<file path="config.mk">
export PLATFORM = sky130hd
export DESIGN_NAME = imem_loader_flat
export DESIGN_NICKNAME = d
export VERILOG_FILES = /design/src/rtl/mips_loader_pkg.sv /design/src/rtl/imem_loader_if.sv /design/src/rtl/imem_loader_byte_assembler.sv /design/src/rtl/imem_loader.sv /design/src/flat_wrapper.sv
export SDC_FILE = /design/constraint.sdc
export NUM_CORES = 1
export LEC_CHECK = 0
export CAP_MARGIN = 10
export CORE_ASPECT_RATIO = 0.8
export CORE_MARGIN = 5
export CORE_UTILIZATION = 52
export DETAILED_ROUTE_END_ITERATION = 10
export PLACE_DENSITY = 0.79
export REMOVE_ABC_BUFFERS = 1
export SETUP_SLACK_MARGIN = 0.15
export SLEW_MARGIN = 20
export SYNTH_ARGS = -nofsm -noshare
export SYNTH_HDL_FRONTEND = slang
export SYNTH_SLANG_ARGS = --single-unit
export TNS_END_PERCENT = 50
</file>
<file path="constraint.sdc">
create_clock -name clk -period 2.43 [get_ports clk]
set_clock_uncertainty 0.1 [all_clocks]
set_input_delay 0.486 -clock clk [delete_from_list [all_inputs] [get_ports clk]]
set_output_delay 0.486 -clock clk [all_outputs]
set_load 0.01 [all_outputs]
</file>
<file path="src/rtl/mips_loader_pkg.sv">
// Shared definitions for the instruction-memory loader: FSM encoding, IM geometry
// and the word_count legality rule.
package mips_loader_pkg;

    typedef enum logic [1:0] {
        ST_IDLE  = 2'd0,
        ST_LOAD  = 2'd1,
        ST_CHECK = 2'd2,
        ST_DONE  = 2'd3
    } loader_state_t;

    localparam int IM_WORDS       = 32;
    localparam int BYTES_PER_WORD = 4;

    function automatic logic wc_legal(input int unsigned wc, input int unsigned depth);
        return (wc != 0) && (wc <= depth);
    endfunction

endpackage

</file>
<file path="src/rtl/imem_loader_if.sv">
// Host-side bundle of the loader: byte stream in, IM write port and status out.
// Stream handshake: a byte moves on a rising edge where byte_valid && byte_ready;
// byte_valid may drop at any time and byte_ready is a registered loader output.
interface imem_loader_if #(
    parameter int ADDR_W = 5,
    parameter int DATA_W = 32
);
    logic              start;
    logic [ADDR_W:0]   word_count;
    logic              byte_valid;
    logic [7:0]        byte_data;
    logic              byte_ready;
    logic              im_we;
    logic [ADDR_W-1:0] im_addr;
    logic [DATA_W-1:0] im_wdata;
    logic              cpu_reset;
    logic              busy;
    logic              done;
    logic              err;

    modport master (
        output start, word_count, byte_valid, byte_data,
        input  byte_ready, im_we, im_addr, im_wdata, cpu_reset, busy, done, err
    );

    modport slave (
        input  start, word_count, byte_valid, byte_data,
        output byte_ready, im_we, im_addr, im_wdata, cpu_reset, busy, done, err
    );
endinterface

</file>
<file path="src/rtl/imem_loader_byte_assembler.sv">
// Packs stream bytes MSB-first into a word; word_valid_o fires combinationally on
// the byte that completes the word, with word_o already holding the full word.
module byte_assembler
    import mips_loader_pkg::*;
#(
    parameter int DATA_W = 32
) (
    input  logic              clk,
    input  logic              reset,
    input  logic              clear_i,
    input  logic              shift_en_i,
    input  logic [7:0]        byte_i,
    output logic              word_valid_o,
    output logic [DATA_W-1:0] word_o
);
    logic [1:0]        cnt_q, cnt_d;
    logic [DATA_W-1:0] shreg_q, shreg_d;

    assign word_o       = {shreg_q[DATA_W-9:0], byte_i};
    assign word_valid_o = shift_en_i && (cnt_q == 2'(BYTES_PER_WORD - 1));

    always_comb begin
        cnt_d   = cnt_q;
        shreg_d = shreg_q;
        if (clear_i) begin
            cnt_d   = '0;
            shreg_d = '0;
        end else if (shift_en_i) begin
            cnt_d   = cnt_q + 2'd1;
            shreg_d = word_o;
        end
    end

    always_ff @(posedge clk) begin
        if (reset) begin
            cnt_q   <= '0;
            shreg_q <= '0;
        end else begin
            cnt_q   <= cnt_d;
            shreg_q <= shreg_d;
        end
    end
endmodule

</file>
<file path="src/rtl/imem_loader.sv">
// Loads a program into instruction memory from a byte stream, verifies an XOR
// checksum and holds the CPU in reset while the load is running.
module imem_loader
    import mips_loader_pkg::*;
#(
    parameter int ADDR_W = 5,
    parameter int DATA_W = 32
) (
    input  logic          clk,
    input  logic          reset,
    imem_loader_if.slave  bus,
    output loader_state_t state_o
);
    loader_state_t     state_q;
    logic              ready_q, busy_q, cpu_reset_q, done_q, err_q, we_q;
    logic [ADDR_W-1:0] addr_q, idx_q, last_q;
    logic [DATA_W-1:0] wdata_q;
    logic [7:0]        csum_q;

    logic              xfer, load_xfer, start_ok, word_valid;
    logic [DATA_W-1:0] word;

    assign xfer      = bus.byte_valid && ready_q;
    assign load_xfer = xfer && (state_q == ST_LOAD);
    assign start_ok  = bus.start && ((state_q == ST_IDLE) || (state_q == ST_DONE));

    byte_assembler #(.DATA_W(DATA_W)) u_asm (
        .clk          (clk),
        .reset        (reset),
        .clear_i      (start_ok),
        .shift_en_i   (load_xfer),
        .byte_i       (bus.byte_data),
        .word_valid_o (word_valid),
        .word_o       (word)
    );

    always_ff @(posedge clk) begin
        if (reset) begin
            state_q     <= ST_IDLE;
            ready_q     <= 1'b0;
            busy_q      <= 1'b0;
            cpu_reset_q <= 1'b1;
            done_q      <= 1'b0;
            err_q       <= 1'b0;
            we_q        <= 1'b0;
            addr_q      <= '0;
            wdata_q     <= '0;
            idx_q       <= '0;
            last_q      <= '0;
            csum_q      <= '0;
        end else begin
            we_q <= 1'b0;
            case (state_q)
                ST_IDLE, ST_DONE: begin
                    cpu_reset_q <= 1'b0;
                    if (start_ok) begin
                        if (wc_legal(32'(bus.word_count), 32'(1) << ADDR_W)) begin
                            state_q     <= ST_LOAD;
                            ready_q     <= 1'b1;
                            busy_q      <= 1'b1;
                            cpu_reset_q <= 1'b1;
                            done_q      <= 1'b0;
                            err_q       <= 1'b0;
                            idx_q       <= '0;
                            // word_count=32 has zero low bits, so this yields 31.
                            last_q      <= bus.word_count[ADDR_W-1:0] - ADDR_W'(1);
                            csum_q      <= '0;
                        end else begin
                            state_q <= ST_DONE;
                            done_q  <= 1'b1;
                            err_q   <= 1'b1;
                        end
                    end
                end
                ST_LOAD: begin
                    if (load_xfer) begin
                        csum_q <= csum_q ^ bus.byte_data;
                    end
                    if (word_valid) begin
                        we_q    <= 1'b1;
                        addr_q  <= idx_q;
                        wdata_q <= word;
                        if (idx_q == last_q) begin
                            state_q <= ST_CHECK;
                        end else begin
                            idx_q <= idx_q + ADDR_W'(1);
                        end
                    end
                end
                ST_CHECK: begin
                    if (xfer) begin
                        state_q     <= ST_DONE;
                        ready_q     <= 1'b0;
                        busy_q      <= 1'b0;
                        cpu_reset_q <= 1'b0;
                        done_q      <= 1'b1;
                        err_q       <= (bus.byte_data != csum_q);
                    end
                end
                default: state_q <= ST_IDLE;
            endcase
        end
    end

    assign bus.byte_ready = ready_q;
    assign bus.im_we      = we_q;
    assign bus.im_addr    = addr_q;
    assign bus.im_wdata   = wdata_q;
    assign bus.cpu_reset  = cpu_reset_q;
    assign bus.busy       = busy_q;
    assign bus.done       = done_q;
    assign bus.err        = err_q;
    assign state_o        = state_q;
endmodule

</file>
<file path="src/flat_wrapper.sv">
// flat-port wrapper written by rule: the top's interface ports become plain ports
module imem_loader_flat import mips_loader_pkg::*;
#(
    parameter int ADDR_W = 5,
    parameter int DATA_W = 32
)
  (clk, reset, state_o, bus_start, bus_word_count, bus_byte_valid, bus_byte_data, bus_byte_ready, bus_im_we, bus_im_addr, bus_im_wdata, bus_cpu_reset, bus_busy, bus_done, bus_err);
  imem_loader_if #(.ADDR_W(ADDR_W), .DATA_W(DATA_W)) bus_i ();
  input  logic clk;
  input  logic reset;
  output loader_state_t state_o;
  input wire logic [$bits(bus_i.start)-1:0] bus_start;
  input wire logic [$bits(bus_i.word_count)-1:0] bus_word_count;
  input wire logic [$bits(bus_i.byte_valid)-1:0] bus_byte_valid;
  input wire logic [$bits(bus_i.byte_data)-1:0] bus_byte_data;
  output wire logic [$bits(bus_i.byte_ready)-1:0] bus_byte_ready;
  output wire logic [$bits(bus_i.im_we)-1:0] bus_im_we;
  output wire logic [$bits(bus_i.im_addr)-1:0] bus_im_addr;
  output wire logic [$bits(bus_i.im_wdata)-1:0] bus_im_wdata;
  output wire logic [$bits(bus_i.cpu_reset)-1:0] bus_cpu_reset;
  output wire logic [$bits(bus_i.busy)-1:0] bus_busy;
  output wire logic [$bits(bus_i.done)-1:0] bus_done;
  output wire logic [$bits(bus_i.err)-1:0] bus_err;
  assign bus_i.start = bus_start;
  assign bus_i.word_count = bus_word_count;
  assign bus_i.byte_valid = bus_byte_valid;
  assign bus_i.byte_data = bus_byte_data;
  assign bus_byte_ready = bus_i.byte_ready;
  assign bus_im_we = bus_i.im_we;
  assign bus_im_addr = bus_i.im_addr;
  assign bus_im_wdata = bus_i.im_wdata;
  assign bus_cpu_reset = bus_i.cpu_reset;
  assign bus_busy = bus_i.busy;
  assign bus_done = bus_i.done;
  assign bus_err = bus_i.err;
  imem_loader #(.ADDR_W(ADDR_W), .DATA_W(DATA_W)) u_core (.clk(clk), .reset(reset), .bus(bus_i), .state_o(state_o));
endmodule
</file>
==> results of run 1 <==
==> synth_stat cells (all sizes together) <==
| cell | instances |
|---|---|
| a21bo | 1 |
| clkbuf | 18 |
| o31ai | 1 |
| a21oi | 72 |
| and3 | 3 |
| o41ai | 2 |
| o21ai | 6 |
| nor4b | 1 |
| buf | 10 |
| a311o | 3 |
| ha | 7 |
| nand3 | 4 |
| nand2b | 1 |
| dfxtp | 88 |
| a31oi | 9 |
| a311oi | 10 |
| xnor2 | 5 |
| nor4 | 1 |
| a21o | 1 |
| a21boi | 2 |
| nor3 | 3 |
| a31o | 1 |
| a211oi | 6 |
| inv | 7 |
| and2 | 1 |
| nand4 | 2 |
| or4 | 2 |
| o211ai | 1 |
| xor2 | 12 |
| nor2 | 11 |
| nor2b | 2 |
| nand2 | 142 |
| dlymetal6s4s | 1 |
==> final timing paths <==
| check | start | to | depth (start not counted) |
|---|---|---|---|
| worst min register to register | u_core.u_asm.shreg_q[19] | u_core.bus.im_wdata[27] | 2 |
| worst max-delay path | bus_word_count[0] | u_core.csum_q[2] | 9 |
| worst max register to register | u_core.state_o[1] | u_core.idx_q[2] | 7 |
| worst min-delay path | u_core.u_asm.shreg_q[19] | u_core.bus.im_wdata[27] | 2 |
==> critical path: stages <==
cell             delay, ps
clkdlybuf4s50_1        480
inv_1                   50
ha_1                   210
nor4b_4                150
xnor2_2                270
a21bo_4                230
buf_12                 130
a31oi_1                 90
a311oi_1               280
==> logic make-up after synthesis <==
logic type | after synthesis | synth area share (%)
DFF | 88 | 49.2
buffers and inverters | 36 | 4.86
AOI/OAI and AO/OA | 115 | 19.2
xor gates and xnor gates | 17 | 4.37
adders and majority gates | 7 | 2.45
and+or+nand+nor | 173 | 19.9
==> sequential cells by signal, summed over array words and instances, names as in the netlist <==
name,count
u_core.bus.err,1
u_core.bus.done,1
u_core.bus.cpu_reset,1
u_core.csum_q,8
u_core.bus.busy,1
u_core.last_q,5
u_core.idx_q,5
u_core.u_asm.cnt_q,2
u_core.u_asm.shreg_q,24
u_core.bus.im_we,1
u_core.bus.im_wdata,32
u_core.bus.im_addr,5
u_core.state_o,2
==> where the power goes <==
| group | internal [mW] | switching (mW) | leakage, nW |
|---|---|---|---|
| registers | 1.51 | 0.0638 | 0.711 |
| logic | 0.476 | 0.579 | 0.799 |
| clock network | 0.518 | 0.548 | 0.104 |
==> metal layers <==
| layer | part of all wire, % | GRT usage (%) | wire length (microns) | vias to the layer above |
|---|---|---|---|---|
| met2 | 48 | 32.5 | 4010 | 102 |
| li1 | - | - | - | 1610 |
| met1 | 45 | 26.6 | 3740 | 1490 |
| met4 | 1.8 | 7.65 | 152 | 0 |
| met3 | 5.9 | 5.81 | 491 | 13 |
| met5 | 0 | 0 | 0 | - |
==> stage by stage <==
| stage | util [%] | setup WS, ps | setup TNS [ps] |
|---|---|---|---|
| floorplan | - | -651 | -12070 |
| global placement | 63.5 | -45.0 | -470 |
| detailed placement | 63.5 | -232 | -2610 |
| global route | 67.3 | 57.4 | 0 |
| finish | 67.3 | 218 | 0 |
| CTS | 66.6 | 175 | 0 |
==> layout make-up <==
type / count / area, sq um
multi-input cells: 312 / 1650
clock inverters: 6 / 72.6
fillers: 572 / 2220
flip-flops and latches: 88 / 1760
inverters: 7 / 26.3
repair buffers: 82 / 808
well taps: 87 / 109
clock buffers: 10 / 138
==> what timing repair did <==
action                                  CTS  global route
endpoints found under the setup margin    1            15
pin swaps                                 0             7
gates cloned                              0             1
gates resized for setup                   1             3
buffers inserted                          0             1
endpoints found under the hold margin     0             0
hold buffers                              0             0
==> impl_metrics.tcl, run 1 <==
set metrics [dict create \
    ant_nets 0 \
    io_buffer_count 62 \
    cp.required_ps 2590 \
    relSlewSlack_pct 73.4 \
    layout_commonest_cell "nand2_1" \
    synth_area_sq_um 3580 \
    final_cell_mix "nand2_1 (142), dfxtp_1 (88), a21oi_1 (72)" \
    synth_cell_types 40 \
    setup_violations 0 \
    h-tree-depth 3 \
    max-cap-violations 0 \
    path_class "primary input to register" \
    final_net_count 525 \
    synth_top_area_share_pct 49.2 \
    clk-insertion-delay-late_ps 360 \
    fin_crit_sh_pct 91.0 \
    grt_pass1_wl_microns 14300 \
    diodes 0 \
    ys_seq_elements 88 \
    cp.arrival_ps 2370 \
    clockBufferDepth 2 \
    yosys_warnings 0 \
    syn-instance-count 436 \
    routed_wl_microns 8390 \
    first_global_vias 3151 \
    drt_pass1_iterations 6 \
    grt_remaining_overflow 0 \
    drv_slew 0 \
    initial_utilization_pct 52.7 \
    status "completed" \
    finish.instance_area_sq_um 4570 \
    place.gp.congestion 0.798 \
    rrSetupSlack_ps 220 \
    area_growth_pct 27.7 \
    placed_cell_area_sq_um 4310 \
    max_freq_ghz 0.452 \
    power_mw 3.69 \
    cts_buffers 9 \
    rsz0062_at_grt "true" \
    rows 27 \
    tightest_slew_ps 397 \
    fin_crit_ps 2210 \
    antenna_found_initial 0 \
    avgRoutedWirePerCell_microns 14.2 \
    grt_usage_pct 20.5 \
    die_area_sq_um 8650 \
    hold_ws_ps 356 \
    max-vdd-ir-drop_mv 0.678 \
    layout-drive-gt1-share_pct 8.51 \
    cp-end-kind "register" \
    cp-start-kind "primary input" \
    die_x_microns 103 \
    post_drt_via_cell_ratio 5.43 \
    cts_tree "yes" \
    cts.sinks 88 \
    vias 3215 \
    hpwl_microns 5760 \
    power_density_nw_per_um2 808 \
    hold_viol_final 0 \
    p_leak_nw 1.61 \
    avgSynthCellArea_sq_um 8.20 \
    clock-root-buffer "clkbuf_8" \
    synth.area.top_cells "dfxtp_1 (49%), nand2_1 (15%), a21oi_1 (10%)" \
    instances_no_fill 592 \
    grt_max_degree 39 \
    die_height_microns 84.2 \
    io_pins 63 \
    fp.coreArea_sq_um 6790 \
    post-synth-top-area-cell "dfxtp_1" \
    hp-class "register to register" \
    clk_pin_slew_worst_paths_ps 90 \
    ys_seq_area_share_pct 49.2 \
    drcViolationCount 0 \
    worstPathMaxFanout 8 \
    numPlacedInstances 574 \
    drtIter0Drc 201 \
]
No activity file was read; power rests on OpenSTA's default activity.
==> run 2, diff against run 1 <==
CORE_UTILIZATION = 29   (was 52)
PLACE_DENSITY = 0.49   (was 0.79)
RECOVER_POWER = 25   (was default)
==> impl_metrics.tcl, run 2 (synthesized netlist as in run 1, its figures left out) <==
set metrics [dict create \
    setup_violations 0 \
    max-cap-violations 0 \
    hp-class "register to register" \
    cp_slowest_stage_delay_ps 420 \
    drt_pass1_iterations 4 \
    drcViolationCount 0 \
    die_x_microns 134 \
    min_from "u_core.bus.im_wdata[4]" \
    cp_num_buf_inv 4 \
    fp.coreArea_sq_um 12100 \
    crit_cells 9 \
    rrSetupSlack_ps 240 \
    largest_reg_flops 32 \
    place.gp.congestion 0.763 \
    cp.arrival_ps 2350 \
    grt_remaining_overflow 0 \
    io_buffer_count 62 \
    status "completed" \
    grt_usage_pct 12.6 \
    area_growth_pct 32.6 \
    ant_nets 0 \
    final_net_count 527 \
    grt_max_degree 39 \
    cp.required_ps 2590 \
    fin_crit_sh_pct 90.3 \
    diodes 0 \
    final_util_pct 39.1 \
    routed_wl_microns 9050 \
    clockBufferDepth 2 \
    relSlewSlack_pct 63.0 \
    path_common_cell "buf_4" \
    layout-drive-gt1-share_pct 8.88 \
    cp-end-kind "register" \
    antenna_found_initial 0 \
    vias 3191 \
    cts.sinks 88 \
    hold_viol_final 0 \
    numPlacedInstances 642 \
    clk_pin_slew_worst_paths_ps 70 \
    max_freq_ghz 0.456 \
    reg2reg_from "u_core.state_o[1]" \
    hpwl_microns 6250 \
    rows 36 \
    path_class "primary input to register" \
    grt_pass1_wl_microns 15000 \
    p_leak_nw 1.67 \
    tightest_slew_ps 555 \
    max-vdd-ir-drop_mv 0.442 \
    rsz0062_at_grt "true" \
    path_delay_family "buffers and inverters" \
    die_height_microns 109 \
    clock-root-buffer "clkbuf_16" \
    cp-start-kind "primary input" \
    drtIter0Drc 169 \
    avgRoutedWirePerCell_microns 13.7 \
    cts_buffers 9 \
    die_area_sq_um 14700 \
    final_cell_mix "nand2_1 (142), dfxtp_1 (88), a21oi_1 (72)" \
    whs_endpoint "u_core.bus.im_wdata[4]" \
    whs_path_depth 2 \
    first_global_vias 3037 \
    fin_crit_ps 2190 \
    post_drt_via_cell_ratio 4.84 \
    instances_no_fill 659 \
    initial_utilization_pct 29.5 \
    io_pins 63 \
    power_density_nw_per_um2 836 \
    cts_tree "yes" \
    reg2reg_depth 7 \
    layout_commonest_cell "nand2_1" \
    clk-insertion-delay-late_ps 340 \
    drv_slew 0 \
    cp_cell_sequence "clkdlybuf4s50_1, inv_1, ha_1, nor4b_4, xnor2_2, buf_4, and3_2, buf_4, a211oi_1" \
    worstPathMaxFanout 7 \
    critical_path.slowest_cell "clkdlybuf4s50_1" \
    reg2reg_to "u_core.idx_q[2]" \
    h-tree-depth 3 \
]
[run 2: cell types whose count changed in the layout (fill, tap and decap cells not counted), moves of 2 or more]
cell	delta
clkbuf_16	+9
clkbuf_8	-10
clkdlybuf4s50_1	-7
clkinv_4	+2
dlygate4sd3_1	+7
inv_6	-2
[run 2: how the worst max path moves through the flow]
stage,from,to,slack (ps)
global placement,bus_word_count[0],u_core.csum_q[1],-60
global route,u_core.state_o[1],u_core.bus.im_wdata[13],70
detailed placement,bus_word_count[1],u_core.csum_q[6],-140
finish,bus_word_count[1],u_core.last_q[0],240
floorplan,u_core.state_o[0],u_core.state_o[0],-650
CTS,bus_word_count[1],u_core.csum_q[6],210
[run 2: what timing repair did]
action	CTS	global route
buffers inserted	0	0
resized for setup	0	4
hold buffers	0	0
endpoints found under the setup margin	0	16
endpoints found under the hold margin	0	0
[run 2: power by group]
part	switching [mW]	internal [mW]
clock network	0.603	0.702
logic	0.589	0.495
registers	0.0639	1.51
total	1.26	2.71
[run 2: tightest hold or removal path: cells and delay by family (launching register included)]
| kind | cells | cell delay [ps] |
|---|---|---|
| AOI/OAI and AO/OA | 1 | 50 |
| and+or+nand+nor | 1 | 50 |
| DFF | 1 | 310 |
[run 2: routing by layer]
layer	vias to the layer above	routed length (microns)	track usage, %
met3	5	464	3.52
met4	0	93	3.71
met1	1496	4310	16.3
met2	73	4180	20.6
li1	1617	-	-
met5	-	0	0
[run 2: area by class of cell]
class | count | area, sq um
clock buffers | 9 | 225
clock inverters | 7 | 55.1
fillers | 1239 | 7370
inverters | 7 | 26.3
multi-input cells | 312 | 1650
flip-flops and latches | 88 | 1760
well taps | 152 | 190
repair buffers | 84 | 830
[run 2: stage by stage]
stage | total power, mW | hold slack (ps) | setup slack [ps] | instance area, sq um | setup TNS [ps]
finish | 3.96 | 351 | 236 | 4740 | 0
CTS | 3.94 | 356 | 207 | 4710 | 0
detailed placement | 2.61 | 347 | -136 | 4430 | -1500
global placement | 2.60 | 343 | -63.5 | 4430 | -807
floorplan | 2.15 | 326 | -651 | 3430 | -12070
global route | 4.19 | 374 | 65.3 | 4740 | 0
